$ cat src/rtl/rr_pkg.sv
// Shared constants and grant-decoding helpers for the round-robin arbiter
// and its request/dispatch front end.
//   NPORT          : number of requester ports
//   PORT_W         : width of a port index
//   is_onehot4     : 1 when exactly one bit of a 4-bit vector is set
//   onehot4_to_idx : index of the set bit of a one-hot 4-bit vector
package rr_pkg;

  localparam int unsigned NPORT  = 4;
  localparam int unsigned PORT_W = 2;

  // Exactly one bit set: non-zero and clearing the lowest set bit leaves zero.
  function automatic logic is_onehot4(input logic [3:0] v);
    return (v != 4'd0) && ((v & (v - 4'd1)) == 4'd0);
  endfunction

  // Only meaningful for one-hot inputs; returns the highest set bit otherwise.
  function automatic logic [PORT_W-1:0] onehot4_to_idx(input logic [3:0] v);
    logic [PORT_W-1:0] idx;
    idx = '0;
    for (int unsigned i = 0; i < NPORT; i++) begin
      if (v[i]) idx = PORT_W'(i);
    end
    return idx;
  endfunction

endpackage

$ cat src/rtl/sync_fifo.sv
// Single-clock FIFO with registered head read-out by pointer.
// The caller guarantees push only when not full and pop only when not empty.
//   clk, rst_n : clock, asynchronous active-low reset (pointers and count)
//   push       : write push_data at the tail this edge
//   push_data  : word to write
//   pop        : advance the head this edge
//   head       : word at the head (valid while count != 0)
//   count      : number of stored words, 0..DEPTH
module sync_fifo #(
  parameter int unsigned DW    = 8,
  parameter int unsigned DEPTH = 4
) (
  input  logic                     clk,
  input  logic                     rst_n,
  input  logic                     push,
  input  logic [DW-1:0]            push_data,
  input  logic                     pop,
  output logic [DW-1:0]            head,
  output logic [$clog2(DEPTH):0]   count
);

  localparam int unsigned AW = $clog2(DEPTH);
  localparam int unsigned CW = AW + 1;

  logic [DW-1:0] mem [DEPTH];
  logic [AW-1:0] wr_ptr;
  logic [AW-1:0] rd_ptr;

  // Storage array carries no reset; only the pointers define what is valid.
  always_ff @(posedge clk) begin
    if (push) mem[wr_ptr] <= push_data;
  end

  // Pointers wrap naturally because DEPTH is a power of two.
  always_ff @(posedge clk or negedge rst_n) begin
    if (!rst_n) begin
      wr_ptr <= '0;
      rd_ptr <= '0;
      count  <= '0;
    end else begin
      if (push) wr_ptr <= wr_ptr + AW'(1);
      if (pop)  rd_ptr <= rd_ptr + AW'(1);
      case ({push, pop})
        2'b10:   count <= count + CW'(1);
        2'b01:   count <= count - CW'(1);
        default: count <= count;
      endcase
    end
  end

  assign head = mem[rd_ptr];

endmodule

$ cat src/rtl/rr_req_dispatch.sv
// Four-port request buffer and grant consumer for the 4-bit round-robin
// arbiter. Each port queues words in its own FIFO; FIFO occupancy drives the
// arbiter requests, and the arbiter's registered grant pops the granted FIFO
// into a single valid/ready output register.
//   clk, rst_n : clock, asynchronous active-low reset
//   in_valid   : per-port push request
//   in_data    : port i word at [i*DW +: DW]
//   in_ready   : per-port FIFO not full (combinational from counts)
//   req        : request vector to the arbiter (combinational)
//   gnt        : registered grant vector from the arbiter
//   out_valid  : output register holds a word
//   out_data   : dispatched word
//   out_src    : source port of out_data
//   out_ready  : downstream accepts the output word
//   gnt_err    : sticky, set when gnt was non-zero and not one-hot
module rr_req_dispatch
  import rr_pkg::*;
#(
  parameter int unsigned DW    = 8,
  parameter int unsigned DEPTH = 4
) (
  input  logic                  clk,
  input  logic                  rst_n,
  input  logic [NPORT-1:0]      in_valid,
  input  logic [NPORT*DW-1:0]   in_data,
  output logic [NPORT-1:0]      in_ready,
  output logic [NPORT-1:0]      req,
  input  logic [NPORT-1:0]      gnt,
  output logic                  out_valid,
  output logic [DW-1:0]         out_data,
  output logic [PORT_W-1:0]     out_src,
  input  logic                  out_ready,
  output logic                  gnt_err
);

  localparam int unsigned CW = $clog2(DEPTH) + 1;

  logic [CW-1:0]     cnt  [NPORT];
  logic [DW-1:0]     head [NPORT];
  logic [NPORT-1:0]  push;
  logic [NPORT-1:0]  pop;
  logic              gnt_ok;
  logic              gnt_bad;
  logic [PORT_W-1:0] gidx;
  logic              load;

  // Grant qualification and load decision.
  always_comb begin
    gnt_ok  = is_onehot4(gnt);
    gnt_bad = (gnt != '0) && !gnt_ok;
    gidx    = onehot4_to_idx(gnt);
    // A grant to an empty queue or while the output is stalled is dropped.
    load    = gnt_ok && (cnt[gidx] != '0) && (!out_valid || out_ready);
  end

  // Per-port ready, push, pop and request.
  always_comb begin
    in_ready = '0;
    push     = '0;
    pop      = '0;
    req      = '0;
    for (int unsigned i = 0; i < NPORT; i++) begin
      in_ready[i] = (cnt[i] != CW'(DEPTH));
      push[i]     = in_valid[i] && in_ready[i];
      pop[i]      = load && (gidx == PORT_W'(i));
      // A queue draining its last word drops req now so it is not re-granted.
      req[i]      = cnt[i] > (pop[i] ? CW'(1) : CW'(0));
    end
  end

  // Per-port FIFOs.
  for (genvar g = 0; g < NPORT; g++) begin : g_fifo
    sync_fifo #(
      .DW    (DW),
      .DEPTH (DEPTH)
    ) u_fifo (
      .clk       (clk),
      .rst_n     (rst_n),
      .push      (push[g]),
      .push_data (in_data[g*DW +: DW]),
      .pop       (pop[g]),
      .head      (head[g]),
      .count     (cnt[g])
    );
  end

  // Output register: load wins over drain so back-to-back words stay valid.
  always_ff @(posedge clk or negedge rst_n) begin
    if (!rst_n) begin
      out_valid <= 1'b0;
      out_data  <= '0;
      out_src   <= '0;
    end else if (load) begin
      out_valid <= 1'b1;
      out_data  <= head[gidx];
      out_src   <= gidx;
    end else if (out_ready) begin
      out_valid <= 1'b0;
    end
  end

  // Sticky malformed-grant flag.
  always_ff @(posedge clk or negedge rst_n) begin
    if (!rst_n) begin
      gnt_err <= 1'b0;
    end else if (gnt_bad) begin
      gnt_err <= 1'b1;
    end
  end

endmodule

$ cat config.mk
export PLATFORM = sky130hd
export DESIGN_NAME = rr_req_dispatch
export DESIGN_NICKNAME = d
export VERILOG_FILES = /design/src/rtl/rr_pkg.sv /design/src/rtl/sync_fifo.sv /design/src/rtl/rr_req_dispatch.sv
export SDC_FILE = /design/constraint.sdc
export NUM_CORES = 1
export LEC_CHECK = 0
export CAP_MARGIN = 20
export CORE_ASPECT_RATIO = 0.7
export CORE_UTILIZATION = 57
export CTS_BUF_LIST = sky130_fd_sc_hd__clkbuf_4 sky130_fd_sc_hd__clkbuf_8 sky130_fd_sc_hd__clkbuf_16
export DETAILED_ROUTE_END_ITERATION = 7
export GPL_TIMING_DRIVEN = 0
export PLACE_DENSITY_LB_ADDON = 0.25
export SLEW_MARGIN = 20
export SYNTH_ARGS = -nofsm -noshare
export SYNTH_HDL_FRONTEND = slang
export SYNTH_SLANG_ARGS = --single-unit
$ cat constraint.sdc
create_clock -name clk -period 5.4 [get_ports clk]
set_clock_uncertainty 0.05 [all_clocks]
set_input_delay 1.62 -clock clk [delete_from_list [all_inputs] [get_ports clk]]
set_output_delay 1.62 -clock clk [all_outputs]
set_load 0.05 [all_outputs]
# Word-level counts from Yosys, hierarchy flattened

Memories as Yosys holds them, arrays and structs flattened.
Index checks and enable logic that the tools add are counted.

Register bits after elaboration: 40
Latch bits: 0
Bits in writable memories: 128
ROM bits: 0
Word-level logic and storage cells: 110
Memories kept: 4

$add $sub $neg: 17
Multipliers: 0
Divide/modulo/power cells: 0
$lt $le $gt $ge: 5
Equality and inequality tests: 15
Shifts and indexed selects: 0
Multiplexer cells: 27
Bitwise gates (word level): 2
Reduce and logical (&&, ||, !) cells: 24

Memories:

| name                 | words | width | read ports | clocked after Yosys merged registers in | wr ports | RTL line        | source |
|---|---|---|---|---|---|---|---|
| g_fifo[0].u_fifo.mem | 4     | 8     | 1          | 0                                       | 1        | sync_fifo.sv:25 | `logic [DW-1:0] mem [DEPTH];` |
| g_fifo[1].u_fifo.mem | 4     | 8     | 1          | 0                                       | 1        | sync_fifo.sv:25 |  |
| g_fifo[2].u_fifo.mem | 4     | 8     | 1          | 0                                       | 1        | sync_fifo.sv:25 |  |
| g_fifo[3].u_fifo.mem | 4     | 8     | 1          | 0                                       | 1        | sync_fifo.sv:25 |  |

Operator list:

| kind                                                      | count |
|---|---|
| case mux 3 bit (2 select lines)                           | 4 |
| adder 2 x 1 -> 2 bit (second input constant)              | 8 |
| binary-select mux 8 bit (select 2 bit)                    | 1 |
| 2-to-1 mux 8 bit                                          | 2 |
| 2-to-1 mux 1 bit                                          | 15 |
| adder 3 x 1 -> 3 bit (second input constant)              | 4 |
| equality test 2 bit (second input constant)               | 6 |
| greater-than comparator 3 x 1 -> 1 bit                    | 4 |
| logical AND 1 bit                                         | 12 |
| inequality test 3 bit (second input constant)             | 4 |
| subtractor 3 x 1 -> 3 bit (second input constant)         | 4 |
| equality test 2 x 1 -> 1 bit (second input constant)      | 5 |
| nonzero test 2 bit                                        | 5 |
| binary-select mux 3 bit (select 2 bit)                    | 1 |
| 2-to-1 mux 3 bit                                          | 2 |
| bitwise AND 4 bit                                         | 1 |
| logical NOT 4 bit                                         | 1 |
| 2-to-1 mux 2 bit                                          | 2 |
| nonzero test 4 bit                                        | 1 |
| subtractor 4 x 1 -> 4 bit (second input constant)         | 1 |
| greater-or-equal comparator 3 bit (second input constant) | 1 |
| inverter 2 -> 3 bit                                       | 1 |
| nonzero test 3 bit                                        | 1 |
| logical NOT 1 bit                                         | 2 |
| other kinds (2)                                           | 2 |

# Longest topological paths before layout

Depth after elaboration: 13
Gate-level depth with buffers: 13
Gate-level depth less buffers: 10

# Hierarchy

Synthesis repeated with hierarchy kept, for this count alone.

Cell total of the unflattened synthesis: 413
Area total of the unflattened synthesis: 7160.6 sq um

By module, submodules not included:

| module                           | instances | cells each | area an instance (sq um) | sequential area each (sq um) |
|---|---|---|---|---|
| sync_fifo (g_fifo[2].u_fifo ...) | 2         | 76         | 1541.5                   | 1136.1 |
| sync_fifo (g_fifo[0].u_fifo ...) | 2         | 73         | 1531.5                   | 1136.1 |
| rr_req_dispatch                  | 1         | 115        | 1014.7                   | 300.3 |

# Least setup slack after synthesis

Ideal clock, no wire load.

Path kind: in2out
Start: input port gnt[3]
End: output port req[0]
Arrival time: 4217 ps
Data required time: 3730 ps
Slack: -487 ps
Stages on the path: 8
Buffers on the path: 2
Cell sequence: buf_2 > or3b_1 > o22ai_1 > o32ai_2 > buf_6 > nor3_4 > ha_1 > o21ai_0

Word-level cells in the longest chain between the ends: 11

RTL lines:

| element                                                                           | RTL line              | source |
|---|---|---|
| start: declaration                                                                | rr_req_dispatch.sv:28 | `input logic [NPORT-1:0] gnt,` |
| parallel branches: the longest is 8 deep, another holds subtractor 4 x 1 -> 4 bit | n/a                   |  |
| logical AND 1 bit (*)                                                             | rr_req_dispatch.sv:65 | `pop[i] = load && (gidx == PORT_W'(i));` |
| via g_fifo[0].u_fifo.pop                                                          | sync_fifo.sv:17       | `input logic pop,` |
| 2-to-1 mux 1 bit (*)                                                              | rr_req_dispatch.sv:67 | `req[i] = cnt[i] > (pop[i] ? CW'(1) : CW'(0));` |
| greater-than comparator 3 x 1 -> 1 bit (*)                                        | rr_req_dispatch.sv:67 |  |
| end: declaration                                                                  | rr_req_dispatch.sv:27 | `output logic [NPORT-1:0] req,` |

Mark *: on every way through the listed nets, which the timed path passes. The select of a mux whose other input is x is not followed.

# Final worst setup path

Start: input port gnt[2]
End: output port req[0]

Word-level cells in the longest chain between the ends: 12

RTL lines:

| element                                             | RTL line              | source |
|---|---|---|
| 2-to-1 mux 2 bit (2 in a row)                       | rr_pkg.sv:22          | `if (v[i]) idx = PORT_W'(i);` |
| inverter 2 -> 3 bit (implied by the code)           | rr_req_dispatch.sv:53 | `load = gnt_ok && (cnt[gidx] != '0) && (!out_valid \|\| out_ready);` |
| binary-select mux 3 bit (select 2 bit)              | rr_req_dispatch.sv:53 |  |
| 2-to-1 mux 3 bit (implied by the code) (2 in a row) | rr_req_dispatch.sv:53 |  |
| nonzero test 3 bit                                  | rr_req_dispatch.sv:53 |  |
| logical AND 1 bit (2 in a row)                      | rr_req_dispatch.sv:53 |  |
| logical AND 1 bit (*)                               | rr_req_dispatch.sv:65 |  |
| via g_fifo[0].u_fifo.pop                            | sync_fifo.sv:17       |  |
| 2-to-1 mux 1 bit (*)                                | rr_req_dispatch.sv:67 |  |
| greater-than comparator 3 x 1 -> 1 bit (*)          | rr_req_dispatch.sv:67 |  |

Mark *: on every way through the listed nets, which the timed path passes. The rest lies on a longest branch. The select of a mux whose other input is x is not followed.

==> results by group <==
CTS
  • Root buffer selected by CTS: clkbuf_16
  • Insertion delay to the later sink of the worst-skew pair: about 0.42 ns
  • Clock tree from TritonCTS: yes
  • CTS clk-pin slew, worst paths: roughly 0.060 ns
  • Number of buffers created by CTS: 17
  • Max H-tree Level: 4
  • Total of hold buffers inserted after clock tree synthesis: 0
  • Number of clock sinks: around 170
  • Maximum buffer depth of the clock tree: 2

Run status
  • Status: completed

Global route
  • Global-route wire length before repair: 22100 µm
  • Pin count of the biggest net entering global routing: 23
  • Met2 capacity usage during global routing: 38.2%
  • Congestion Overflow GR: 0
  • Most utilized layer in the global route result: met2
  • Via count of the first global-routing pass: approximately 4100
  • Met1 Use GR: 33.8%
  • Initial antenna violation count: 0
  • GR Util All Layers: between 20% and 30%
  • Met3 track utilization from global routing: between 5 and 6%

Critical path
  • WP buf/inv: 4
  • CP Data Arrival Time: between 3 and 4 ns
  • Longest individual stage delay on the worst path: 0.41 ns
  • Delay-heaviest family, CP: buffers and inverters
  • Cells traversed along the worst timing path: clkdlybuf4s15_2 -> buf_6 -> nor2_1 -> a222oi_1 -> o32ai_2 -> buf_6 -> nor3_4 -> ha_4 -> o21ai_4 -> buf_6
  • Max FO, Critical Path: 10
  • Dominant cell type by count on the critical path: buf_6
  • Classification of the worst setup path: primary input to primary output
  • Critical-path top delay cell: a222oi_1
  • Required time worst endpoint: approximately 3.7 ns
  • Critical path capture point type: primary output
  • Startpoint class of the critical path: primary input

STA
  • Transition time at the pin with the least slew margin: about 0.83 ns
  • Post-route setup TNS: 0 ns
  • Minimum clock period after layout: 5.34 ns
  • Final max-slew violation count: 0
  • Number of hold violations in the final report: 0
  • Relative max-transition margin: 44.5%
  • Final worst path period share: between 90% and 100%
  • Worst-case setup margin in the final layout: roughly 0.055 ns
  • Max frequency: between 150 and 200 MHz
  • Final setup violation count: 0
  • Worst hold slack across all endpoints: between 0.4 and 0.5 ns

Routing
  • Mean number of vias per cell: 5.84
  • Routed WL per cell: approximately 21 µm
  • DRC viols: 0
  • Aggregate routed wire length: 14200 µm
  • Antenna viol nets, final: 0
  • DRC marker count from the first detailed-route iteration: 401
  • Overall via count from detail_route: roughly 4000
  • Detailed-router iteration count before antenna repair: 6

Yosys
  • Yosys warnings: 0
  • Post-Synthesis Net Count: roughly 500
  • Post-synthesis adder-cell area fraction: around 5.4%
  • Portion of synthesized cell area occupied by the leading cell type: between 50% and 60%
  • Number of enable-type register cells in the synthesized netlist: about 130
  • Post-synthesis cell count: approximately 430
  • Async set-reset flop share out of synthesis: roughly a quarter
  • Simple-gate share of the synthesized area: approximately 6.2%
  • Total standard cell area after synthesis: ~0.007 mm²
  • Dominant synthesized flop cell: edfxtp_1
  • Share of synthesized area occupied by flip-flops and latches: 67.2%
  • Top cells by area, synth: edfxtp_1, dfrtp_1, mux4_2
  • Netlist cell types: 42
  • Library cell occupying the most area in the post-synthesis netlist: edfxtp_1
  • Fraction of synthesized cell area in xor and xnor cells: under 10%
  • Complex-gate fraction of the synthesized area: around 4%
  • Main combinational cell family by area after synthesis: multiplexers
  • Yosys reg bits: approximately 170
  • Post-synthesis mux area share: 11.7%
  • Mean instance size in the synthesized netlist: 17.0 µm²

Pwr
  • Total power divided by cell area: about 530 mW/mm²
  • Total power draw: ~4.7 mW
  • Highest ir drop seen on vdd: 0.434 mV
  • Standby leakage power: 3.30 nW

Place
  • Global placement routability congestion: 0.787
  • Worst setup slack after placement: -1.15 ns
  • Port Buffers: 61
  • DP Wirelength: between 9000 and 10000 µm

Worst hold path
  • Worst hold path class: flop to flop

Cells and area
  • Number of antenna diodes: 0
  • Final Util: between 70% and 80%
  • Highest-count cells in the layout ignoring fill and taps: edfxtp_1, clkdlybuf4s50_1, dfrtp_1
  • # nets final: 588
  • Commonest non-fill, non-tap cell in the layout: edfxtp_1
  • Growth of design area from synthesis to finish: 21.5%
  • Fraction of layout instances using a drive strength above 1: between 20% and 30%

Job
  • Max-cap violations: 0

Floorplan
  • Die height: between 90 and 100 µm
  • Num ports: 63
  • Core Box Area: 0.0120 mm²
  • X dimension of the die: between 100 and 150 µm
  • Number of core rows: 33
  • Initial cell density of the core: 60.0%
  • Total die area: between 0.01 and 0.015 mm²
==> layout make-up <==
cell class | count | area [µm²]
flip-flops and latches | 168 | 4840
fillers | 726 | 3260
multi-input cells | 217 | 2260
repair buffers | 73 | 716
clock buffers | 17 | 425
well taps | 157 | 196
clock inverters | 15 | 138
inverters | 25 | 93.8
plain buffers | 15 | 86.3
==> what timing repair did <==
| action | CTS | global route |
|---|---|---|
| setup endpoints to repair | 4 | 4 |
| pin swaps | 9 | 12 |
| buffers inserted | 10 | 1 |
| resized for setup | 41 | 6 |
| cloned | 0 | 0 |
==> flip-flops by register name, indices dropped and copies added, names as in the netlist <==
| register | cells |
|---|---|
| g_fifo.u_fifo.rd_ptr | 8 |
| g_fifo.u_fifo.mem | 128 |
| g_fifo.u_fifo.wr_ptr | 8 |
| gnt_err | 1 |
| out_valid | 1 |
| g_fifo.u_fifo.count | 12 |
| out_data | 8 |
| out_src | 2 |
==> cell families (layout without fill, tap and decap cells) <==
family | after synthesis | count (layout)
muxes | 50 | 50
and+or+nand+nor | 72 | 72
buffers and inverters | 40 | 145
xor gates and xnor gates | 25 | 25
DFF | 168 | 168
AOI/OAI and AO/OA | 41 | 41
adders and majority gates | 29 | 29
==> cells in the mapped netlist (2+ instances only) <==
cell type / instances
dfrtp_1: 40
nand2b_1: 5
and2_1: 5
a22o_1: 5
xor2_1: 17
nor2_1: 11
fa_1: 4
a221o_1: 5
nand2_1: 11
nor3b_1: 2
buf_1: 3
nor3_2: 4
ha_1: 24
o21ai_0: 17
mux4_2: 26
inv_1: 25
buf_2: 7
o22ai_1: 4
xnor2_1: 8
nor3_1: 5
and3_1: 16
edfxtp_1: 128
mux2i_1: 11
mux2_2: 13
a22oi_1: 3
nor3_4: 3
a221oi_1: 2
clkbuf_1: 4
nand3_1: 4
==> power by group <==
| part | switching (mW) | internal, mW |
|---|---|---|
| clock | 0.511 | 0.642 |
| sequential | 0.150 | 1.75 |
| combinational | 0.953 | 0.671 |
| total | 1.61 | 3.07 |
==> final timing paths <==
check                                           from                   endpoint  slack [ns]  depth (start not counted)
setup reg to reg           g_fifo[0].u_fifo.count[0]  g_fifo[0].u_fifo.count[2]        2.44                         12
setup / recovery                              gnt[2]                     req[0]        0.06                         10
hold reg to reg            g_fifo[2].u_fifo.count[0]  g_fifo[2].u_fifo.count[0]        0.42                          1
max in group asynchronous                      rst_n                  out_valid        3.64                          2
min in group asynchronous                      rst_n                out_data[6]        1.14                          1
hold / removal             g_fifo[2].u_fifo.count[0]  g_fifo[2].u_fifo.count[0]        0.42                          1
==> worst reg2reg max path, cell delays in order (launching register included) <==
cell	delay, ns
dfrtp_1	0.44
mux2i_4	0.10
a222oi_1	0.44
o32ai_2	0.18
buf_6	0.17
nor3_4	0.24
buf_4	0.16
ha_1	0.18
inv_1	0.07
fa_1	0.39
xor2_1	0.16
nor2_1	0.13
xor2_1	0.17
==> per-stage QoR <==
step	std cells	instance area, µm²
after floorplan	425	7220
after global placement	643	8030
after detailed placement	644	8050
after CTS	686	8720
after global routing	687	8760
final	687	8760
==> metal layers <==
| metal | vias up | part of all wire [%] |
|---|---|---|
| met4 | 0 | 1.1 |
| met2 | 136 | 48 |
| li1 | 1806 | - |
| met5 | - | 0 |
| met1 | 2048 | 45 |
| met3 | 19 | 5.6 |
Note: power is estimated with default switching activity, not from simulation.
